`config.mk`:
```
export PLATFORM = sky130hd
export DESIGN_NAME = deco_frame_rx_flat
export DESIGN_NICKNAME = d
export VERILOG_FILES = /design/src/rtl/deco_pkg.sv /design/src/rtl/deco_frame_rx_if.sv /design/src/rtl/deco_rx_watchdog.sv /design/src/rtl/deco_frame_rx.sv /design/src/flat_wrapper.sv
export SDC_FILE = /design/constraint.sdc
export NUM_CORES = 1
export LEC_CHECK = 0
export BUFFER_PORTS_ARGS = -buffer_cell sky130_fd_sc_hd__buf_2
export CAP_MARGIN = 0
export CELL_PAD_IN_SITES_DETAIL_PLACEMENT = 1
export CELL_PAD_IN_SITES_GLOBAL_PLACEMENT = 2
export CORE_MARGIN = 2
export CORE_UTILIZATION = 32
export CTS_CLUSTER_SIZE = 24
export DETAILED_ROUTE_END_ITERATION = 16
export PLACE_DENSITY = 0.79
export SKIP_CTS_REPAIR_TIMING = 1
export SLEW_MARGIN = 20
export SYNTH_ARGS = -nofsm -noshare
export SYNTH_HDL_FRONTEND = slang
export SYNTH_SLANG_ARGS = --single-unit
```
`constraint.sdc`:
```
create_clock -name clk_p_i -period 2.3 [get_ports clk_p_i]
set_clock_uncertainty 0.05 [all_clocks]
set_input_delay 0.115 -clock clk_p_i [delete_from_list [all_inputs] [get_ports clk_p_i]]
set_output_delay 0.115 -clock clk_p_i [all_outputs]
set_load 0.03 [all_outputs]
```
`src/rtl/deco_pkg.sv`:
```
// Shared types and constants for the turbo-decoder frame receiver.
package deco_pkg;

  localparam int unsigned DECO_DATA_W = 21;
  localparam int unsigned DECO_WORDS  = 4;
  localparam int unsigned DECO_OUT_W  = 5;

  localparam int unsigned ERR_SHORT   = 0;
  localparam int unsigned ERR_TIMEOUT = 1;

  typedef enum logic [2:0] {
    IDLE,
    LOAD,
    ISSUE,
    WAIT,
    DONE
  } deco_rx_state_t;

endpackage

```
`src/rtl/deco_frame_rx_if.sv`:
```
// Host beat handshake and decoder-core launch/result signals of deco_frame_rx.
interface deco_frame_rx_if #(
  parameter int unsigned DATA_W = deco_pkg::DECO_DATA_W,
  parameter int unsigned WORDS  = deco_pkg::DECO_WORDS,
  parameter int unsigned OUT_W  = deco_pkg::DECO_OUT_W
) ();

  logic                    start_i;
  logic [DATA_W-1:0]       data_i;
  logic [OUT_W-1:0]        data_o;
  logic                    done_o;
  logic [DATA_W*WORDS-1:0] core_frame_o;
  logic                    core_start_o;
  logic [OUT_W-1:0]        core_data_i;
  logic                    core_done_i;

  modport slave (
    input  start_i, data_i, core_data_i, core_done_i,
    output data_o, done_o, core_frame_o, core_start_o
  );

  modport master (
    output start_i, data_i, core_data_i, core_done_i,
    input  data_o, done_o, core_frame_o, core_start_o
  );

endinterface

```
`src/rtl/deco_rx_watchdog.sv`:
```
// WAIT-state watchdog: clear/enable counter that flags expiry after TIMEOUT cycles.
// Only built when DECO_RX_TIMEOUT_EN is defined.
`ifdef DECO_RX_TIMEOUT_EN
module deco_rx_watchdog #(
  parameter int unsigned TIMEOUT = 64
) (
  input  logic clk_p_i,
  input  logic reset_n_i,
  input  logic i_clr,
  input  logic i_en,
  output logic o_expire_c
);

  localparam int unsigned CNT_W = $clog2(TIMEOUT + 1);

  logic [CNT_W-1:0] r_cnt;

  // Expiry lands on the TIMEOUT-th enabled cycle.
  assign o_expire_c = i_en && (r_cnt == CNT_W'(TIMEOUT - 1));

  always_ff @(posedge clk_p_i or negedge reset_n_i) begin
    if (!reset_n_i) begin
      r_cnt <= '0;
    end else if (i_clr) begin
      r_cnt <= '0;
    end else if (i_en && !o_expire_c) begin
      r_cnt <= r_cnt + CNT_W'(1);
    end
  end

endmodule
`endif

```
`src/rtl/deco_frame_rx.sv`:
```
// Frame receiver/sequencer: assembles WORDS host beats, launches the decoder core, returns its result.
// Optional core watchdog enabled by defining DECO_RX_TIMEOUT_EN.
module deco_frame_rx
  import deco_pkg::*;
#(
  parameter int unsigned DATA_W  = DECO_DATA_W,
  parameter int unsigned WORDS   = DECO_WORDS,
  parameter int unsigned OUT_W   = DECO_OUT_W,
  parameter int unsigned TIMEOUT = 64
) (
  input  logic                 clk_p_i,
  input  logic                 reset_n_i,
  deco_frame_rx_if.slave       bus,
  input  logic                 err_clr_i,
  output logic [15:0]          frame_cnt_o,
  output logic [1:0]           err_o
);

  localparam int unsigned FRAME_W = DATA_W * WORDS;
  localparam int unsigned CNT_W   = (WORDS > 1) ? $clog2(WORDS) : 1;

  deco_rx_state_t     r_state;
  logic [CNT_W-1:0]   r_cnt;
  logic [FRAME_W-1:0] r_beats;
  logic [FRAME_W-1:0] r_frame;
  logic [OUT_W-1:0]   r_data;
  logic               r_done;
  logic               r_core_start;
  logic [15:0]        r_frame_cnt;
  logic [1:0]         r_err;

  logic [CNT_W-1:0]   w_idx;
  logic               w_last;
  logic [FRAME_W-1:0] w_beats_nxt;
  logic [1:0]         w_err_set;
  logic               w_expire;

  assign bus.data_o       = r_data;
  assign bus.done_o       = r_done;
  assign bus.core_frame_o = r_frame;
  assign bus.core_start_o = r_core_start;
  assign frame_cnt_o      = r_frame_cnt;
  assign err_o            = r_err;

`ifdef DECO_RX_TIMEOUT_EN
  deco_rx_watchdog #(
    .TIMEOUT (TIMEOUT)
  ) u_watchdog (
    .clk_p_i    (clk_p_i),
    .reset_n_i  (reset_n_i),
    .i_clr      (r_state != WAIT),
    .i_en       (r_state == WAIT),
    .o_expire_c (w_expire)
  );
`else
  logic w_unused_timeout;
  assign w_unused_timeout = (TIMEOUT != 0);
  assign w_expire         = 1'b0;
`endif

  // Beat staging: frame output only updates once the last beat arrives, so short frames leave it intact.
  always_comb begin
    w_idx       = (r_state == LOAD) ? r_cnt : '0;
    w_last      = (w_idx == CNT_W'(WORDS - 1));
    w_beats_nxt = r_beats;
    w_beats_nxt[32'(w_idx) * DATA_W +: DATA_W] = bus.data_i;
  end

  always_comb begin
    w_err_set = '0;
    if (r_state == LOAD && !bus.start_i) begin
      w_err_set[ERR_SHORT] = 1'b1;
    end
    if (r_state == WAIT && !bus.core_done_i && w_expire) begin
      w_err_set[ERR_TIMEOUT] = 1'b1;
    end
  end

  always_ff @(posedge clk_p_i or negedge reset_n_i) begin
    if (!reset_n_i) begin
      r_state      <= IDLE;
      r_cnt        <= '0;
      r_beats      <= '0;
      r_frame      <= '0;
      r_data       <= '0;
      r_done       <= 1'b0;
      r_core_start <= 1'b0;
      r_frame_cnt  <= '0;
      r_err        <= '0;
    end else begin
      r_core_start <= 1'b0;
      r_done       <= 1'b0;
      r_err        <= (err_clr_i ? 2'b00 : r_err) | w_err_set;

      case (r_state)
        IDLE, LOAD: begin
          if (bus.start_i) begin
            r_beats <= w_beats_nxt;
            r_cnt   <= w_idx + CNT_W'(1);
            if (w_last) begin
              r_frame      <= w_beats_nxt;
              r_core_start <= 1'b1;
              r_state      <= ISSUE;
            end else begin
              r_state <= LOAD;
            end
          end else begin
            r_state <= IDLE;
          end
        end
        ISSUE: r_state <= WAIT;
        WAIT: begin
          // A core result in the expiry cycle wins over the timeout.
          if (bus.core_done_i) begin
            r_data      <= bus.core_data_i;
            r_done      <= 1'b1;
            r_frame_cnt <= r_frame_cnt + 16'd1;
            r_state     <= DONE;
          end else if (w_expire) begin
            r_data      <= '0;
            r_done      <= 1'b1;
            r_frame_cnt <= r_frame_cnt + 16'd1;
            r_state     <= DONE;
          end
        end
        DONE:    r_state <= IDLE;
        default: r_state <= IDLE;
      endcase
    end
  end

endmodule

```
`src/flat_wrapper.sv`:
```
// flat-port wrapper written by rule: the top's interface ports become plain ports
module deco_frame_rx_flat import deco_pkg::*;
#(
  parameter int unsigned DATA_W  = DECO_DATA_W,
  parameter int unsigned WORDS   = DECO_WORDS,
  parameter int unsigned OUT_W   = DECO_OUT_W,
  parameter int unsigned TIMEOUT = 64
)
  (clk_p_i, reset_n_i, err_clr_i, frame_cnt_o, err_o, bus_start_i, bus_data_i, bus_core_data_i, bus_core_done_i, bus_data_o, bus_done_o, bus_core_frame_o, bus_core_start_o);
  deco_frame_rx_if #(.DATA_W(DATA_W), .WORDS(WORDS), .OUT_W(OUT_W)) bus_i ();
  input  logic clk_p_i;
  input  logic reset_n_i;
  input  logic err_clr_i;
  output logic [15:0] frame_cnt_o;
  output logic [1:0] err_o;
  input wire logic [$bits(bus_i.start_i)-1:0] bus_start_i;
  input wire logic [$bits(bus_i.data_i)-1:0] bus_data_i;
  input wire logic [$bits(bus_i.core_data_i)-1:0] bus_core_data_i;
  input wire logic [$bits(bus_i.core_done_i)-1:0] bus_core_done_i;
  output wire logic [$bits(bus_i.data_o)-1:0] bus_data_o;
  output wire logic [$bits(bus_i.done_o)-1:0] bus_done_o;
  output wire logic [$bits(bus_i.core_frame_o)-1:0] bus_core_frame_o;
  output wire logic [$bits(bus_i.core_start_o)-1:0] bus_core_start_o;
  assign bus_i.start_i = bus_start_i;
  assign bus_i.data_i = bus_data_i;
  assign bus_i.core_data_i = bus_core_data_i;
  assign bus_i.core_done_i = bus_core_done_i;
  assign bus_data_o = bus_i.data_o;
  assign bus_done_o = bus_i.done_o;
  assign bus_core_frame_o = bus_i.core_frame_o;
  assign bus_core_start_o = bus_i.core_start_o;
  deco_frame_rx #(.DATA_W(DATA_W), .WORDS(WORDS), .OUT_W(OUT_W), .TIMEOUT(TIMEOUT)) u_core (.clk_p_i(clk_p_i), .reset_n_i(reset_n_i), .bus(bus_i), .err_clr_i(err_clr_i), .frame_cnt_o(frame_cnt_o), .err_o(err_o));
endmodule
```
# Word-level counts from Yosys, hierarchy flattened
# Cells that the tools add are included.
[totals]
elab_cells = 41
output_inout_bits = 109
in_bits = 31
register_bits = 198
[classes]
mul = 1
bitwise_logic = 1
reduce_logical = 7
mux = 13
addsub = 3
shifts = 2
n_eq_ne = 5
[op_table]
columns = ["cell", "n"]
rows = [
  ["84-bit bitwise mux", 1],
  ["21-bit by 34-bit variable shift with 84-bit output, first input constant", 1],
  ["21-bit by 34-bit indexed part select with 84-bit output", 1],
  ["7-bit negator with 34-bit output", 1],
  ["16-bit by 1-bit adder with 16-bit output, second input constant", 1],
  ["3-bit case mux with 3 select lines", 1],
  ["2-bit 2-to-1 mux", 4],
  ["2-bit by 5-bit multiplier with 7-bit output, second input constant", 1],
  ["3-bit by 2-bit == test with 1-bit output, second input constant", 2],
  ["1-bit 2-to-1 mux", 6],
  ["2-bit AND reduction", 2],
  ["3-bit by 1-bit == test with 1-bit output, second input constant", 1],
  ["3-bit zero test", 1],
  ["3-bit 2-to-1 mux", 1],
  ["3-bit AND reduction", 1],
  ["2-bit by 1-bit adder with 2-bit output, second input constant", 1],
  ["2-bit == test, second input constant", 1],
  ["2-bit inequality test, second input constant", 1],
  ["2-bit by 1-bit bitwise OR with 2-bit output", 1],
  ["2-bit OR reduction", 1],
  ["1-bit logical AND", 1],
  ["1-bit zero test", 1],
]

# Logic depth before layout (Yosys ltp)
[logic_depth]
depth_word = 6
ltp_mapped = 11
ltp_nobuf = 8

# Least setup slack after synthesis
# Ideal clock, no wire load.
[synth_path]
path_type = "flip-flop to flip-flop"
from = "register u_core.r_state[1]"
to = "register u_core.r_frame[42], in the netlist u_core.bus.core_frame_o[42]"
synth_period_minus_slack_ps = 2380
path_slack_ps = -80
path_buffers = 3
arrival_time_ps = 2258
path_stages_with_launch = 10
cell_sequence = "dfrtp_1 > buf_2 > nor3b_4 > and2_1 > ha_1 > clkbuf_1 > nor4_2 > clkbuf_1 > a221oi_1 > nor2_1"
[synth_between]
elab_chain_cells = 6
[synth_rtl]
columns = ["element", "line_no", "source"]
rows = [
  ["start: declaration", "deco_frame_rx.sv:22", "deco_rx_state_t r_state;"],
  ["start signal: assignment", "deco_frame_rx.sv:81", "r_state <= IDLE;"],
  ["start signal: assignment", "deco_frame_rx.sv:103", "r_state <= ISSUE;"],
  ["start signal: assignment", "deco_frame_rx.sv:105", "r_state <= LOAD;"],
  ["3-bit by 1-bit == test with 1-bit output", "deco_frame_rx.sv:63, deco_frame_rx.sv:95", ""],
  ["2-bit 2-to-1 mux", "deco_frame_rx.sv:63", "w_idx = (r_state == LOAD) ? r_cnt : '0;"],
  ["2-bit by 5-bit multiplier with 7-bit output", "deco_frame_rx.sv:66", "w_beats_nxt[32'(w_idx) * DATA_W +: DATA_W] = bus.data_i;"],
  ["7-bit negator with 34-bit output", "deco_frame_rx.sv:66", ""],
  ["21-bit by 34-bit indexed part select with 84-bit output / 21-bit by 34-bit variable shift with 84-bit output (equally long branches)", "deco_frame_rx.sv:66", ""],
  ["84-bit bitwise mux", "deco_frame_rx.sv:66", ""],
  ["end signal: assignment", "deco_frame_rx.sv:101", "r_frame <= w_beats_nxt;"],
  ["end: declaration", "deco_frame_rx.sv:25", "logic [FRAME_W-1:0] r_frame;"],
]
# Parallel ways exist; a longest one is shown, timed or not.
# A chain may end at the register's enable or synchronous reset.

# Worst setup path in the final report
[layout_path]
from = "register u_core.r_state[2]"
to = "register u_core.r_frame[74], in the netlist u_core.bus.core_frame_o[74]"
# Same word-level chain as after synthesis.

==> reports/results.md <==
- **Worst setup startpoint** u_core.r_state[2]
- **final global-route overflow total** 0
- **Placed Cells** 1199
- **net count after synthesis** 778
- **cell types occupying the most area after synthesis** dfrtp_1, a22o_1, nor2_1, a221oi_1, a21oi_1
- **Final Hold Viols** 3
- **Post-Syn Area per Cell** 10.9 sq um
- **largest family of logic cells by synthesized area** compound AO/OA/AOI/OAI gates
- **arrival time reported for the critical path endpoint** 2.51 ns
- **fill cell total of the finished layout** 2776
- **end-of-flow core utilization** 41.4%
- **CP Cell Sequence** nor3b_4 -> and2_4 -> ha_1 -> nand2_2 -> buf_4 -> buf_16 -> and2_1 -> a221o_1
- **Post-Route WL** 24300 microns
- **final cell count without fillers** 1253
- **Initial DRC Count** 524
- **RSZ-0062 raised after global routing** true
- **highest achievable clock rate** 445 MHz
- **Required @ worst endpoint** 2.56 ns
- **worst hold slack** -0.00103 ns
- **die footprint** 0.0266 sq mm
- **via count of the first global-routing pass** 6758
- **list of most frequent post-synthesis cells** dfrtp_1, nor2_1, nand2_1
- **power share of the combinational group** 43.7%
- **Min-Delay Path Class** in2reg
- **Synth Area in Compound Gates** 19.5%
- **Vias per Instance** 5.19
- **Post-route DRC** 0
- **antenna violations before repair** 2
- **max-slew violation count** 0
- **max-cap viol count** 0
- **simple-gate share of the synthesized area** 13.5%
- **number of warnings issued by yosys** 0
- **number of levels the H-tree was split into** 4
- **proportion of synthesized flip-flops having asynchronous set or reset** 100%
- **share of Yosys cell area claimed by the top area cell type** 60.9%
- **number of buffers inserted by port buffering** 138
- **maximum vdd drop** 0.000714 V
- **switching power total** 6.50 mW
- **Post-Synth XOR/XNOR Area** 1.62%
- **slack of the worst reg-to-reg path** 0.05 ns
- **status** finished, violations left
- **total setup violations reported at the end of the flow** 0
- **endpoint of the most critical setup path** u_core.bus.core_frame_o[74]
- **area of placed instances** 0.00942 sq mm
- **slowest CP cell** dfrtp_1
- **beginning of the worst register-to-register path** u_core.r_state[2]
- **Core Area** 0.0250 sq mm
- **Global Route Usage Sum** 18.6%
- **element type at the critical path end** flip-flop
- **global-route wire length before repair** 38500 microns
- **critical path buffer and inverter count** 2
- **relative max-transition margin** 53.7%
- **largest driver fanout on the critical path** 31
- **worst r2r path cells** 8
- **pin count of the biggest net entering global routing** 72
- **final std cell area, no fill** 0.0104 sq mm
- **part of the cycle the worst path needs** 97.7%
- **leakage component of the power** 5.11 nW
- **synthesized instance count** 742
- **critical path class** reg2reg
- **switch share** 42.8%
- **kind of launch point of the worst setup path** flip-flop
- **ANT nets after route** 0
- **clock buffers created by TritonCTS** 17
- **final critical path time including I/O delays and setup** 2.25 ns
- **root buffer cell** clkbuf_16
- **growth of design area from synthesis to finish** 28.1%
- **number of I/O pins** 140
- **total chip power** 15.2 mW
- **HPWL after detailed placement** 15800 microns
- **wire per inst** 19.4 microns
- **Flop pwr share** 37.0%
- **clock tree buffer depth** 2
- **Power Dens Cells** 1460 mW/mm^2
- **post-synthesis adder-cell area fraction** 0.773%
- **predominant post-synthesis flop cell** dfrtp_1
- **part of the power in the clock network** 19.3%
- **slew at the pin closest to its max-slew limit** 0.693 ns
- **cell internal power dissipation** 8.68 mW
- **clock tree from TritonCTS** built
- **fraction of layout instances using a drive strength above 1** 27.2%
- **biggest area consumer among synthesized cells** dfrtp_1
- **die height** 163 microns
- **standard-cell rows** 58
- **clock latency reported for the late side of the worst-skew pair** 0.43 ns
- **sequential area share after synthesis** 60.9%
- **most used standard cell by instance count after synthesis** dfrtp_1
- **routability-driven placement congestion ratio** 0.797
- **first-pass detailed-route iteration total** 6
- **end of the worst register-to-register path** u_core.bus.core_frame_o[74]
- **count of cell instances traversed by the critical path** 8
- **cell type group with the largest total delay on the critical path** simple AND/OR/NAND/NOR gates
- **share of synthesized area spent on multiplexers** 0%
- **failing checks** negative hold slack
- **clock transition at the register clock pins on the worst setup and hold paths after CTS** 0.07 ns
- **routed vias** 6498
- **number of clock sinks** 197
- **peak per-stage delay on the critical path** 0.42 ns
- **post-synthesis cell area** 0.00809 sq mm
- **number of enable flip-flop cells after synthesis** 0
- **effective utilization at floorplan** 32.3%
- **total number of nets in the final design** 945
- **post-synthesis cell type count** 38
- **Die Width** 163 microns
- **Seq cells post-synth** 197
[cell type report]
type                    instances  area [sq um]  share of cell area [%]
repair buffers                205          1450                    13.9
well taps                     330           413                    3.98
inverters                      11          41.3                   0.398
flip-flops and latches        197          4930                    47.6
clock buffers                  17           425                    4.10
clock inverters                15           143                    1.38
diodes                          1          2.50                  0.0241
multi-input cells             477          2970                    28.6
[logic make-up (layout without fill, tap and decap cells)]
group           after synthesis  count (layout)
other cells                   1               2
fa+ha+maj                     5               5
buf+inv                      68             248
simple gates                240             240
flops                       197             197
compound gates              216             216
xor+xnor                     15              15
[placed cells by master, fill, tap and decap left out, types with 17 or more instances in the layout]
cell type / count
a22o_1: 63
a221oi_1: 39
nand2_1: 68
buf_4: 39
nor2_1: 114
o21ai_0: 21
and2_1: 17
a21oi_1: 66
a221o_1: 21
buf_2: 137
clkbuf_16: 21
dfrtp_1: 197
[power by group through the flow]
stage | combinational [mW] | clock, mW | sequential, mW
4_1_cts | 6.32 | 3.01 | 5.62
5_1_grt | 7.27 | 3.14 | 5.81
3_5_place_dp | 6.29 | 0 | 5.67
3_3_place_gp | 6.16 | 0 | 5.64
2_1_floorplan | 2.55 | 0 | 7.09
6_report | 6.63 | 2.93 | 5.62
[how the worst min path moves through the flow]
| stage | cells after the start | slack (ns) | endpoint | startpoint |
|---|---|---|---|---|
| floorplan | 0 | -0.23 | u_core.bus.core_frame_o[0] | reset_n_i |
| global placement | 1 | 0.12 | u_core.bus.core_frame_o[26] | reset_n_i |
| detailed placement | 1 | 0.13 | u_core.bus.core_frame_o[26] | reset_n_i |
| CTS | 1 | -0.34 | u_core.bus.core_frame_o[21] | reset_n_i |
| global route | 2 | 0.006 | u_core.r_beats[80] | bus_data_i[17] |
| finish | 2 | -0.001 | u_core.r_beats[22] | bus_data_i[1] |
[worst register-to-register path: stages (launching register included)]
cell	delay, ns
dfrtp_1	0.42
nor3b_4	0.28
and2_4	0.24
ha_1	0.22
nand2_2	0.10
buf_4	0.21
buf_16	0.18
and2_1	0.18
a221o_1	0.26
[metrics by stage]
| stage | worst slack [ns] | setup TNS, ns |
|---|---|---|
| floorplan | 0.0159 | 0 |
| global placement | -0.0976 | -2.02 |
| detailed placement | -0.206 | -6.69 |
| CTS | -0.255 | -10.30 |
| global route | -0.0948 | -7.20 |
| finish | 0.0524 | 0 |
[flip-flops by register name, indices dropped and copies added, names as in the netlist, 2 cells and up]
register	cells
u_core.bus.core_frame_o	84
u_core.r_beats	84
u_core.frame_cnt_o	16
u_core.bus.data_o	5
u_core.r_state	3
u_core.r_cnt	2
[per-layer routing]
layer | track usage (%) | routed length, microns
met5 | 0 | 0
met4 | 3.94 | 244
met3 | 4.79 | 1500
met2 | 29.0 | 11400
met1 | 26.3 | 11200
(Power assumes the default switching activity.)
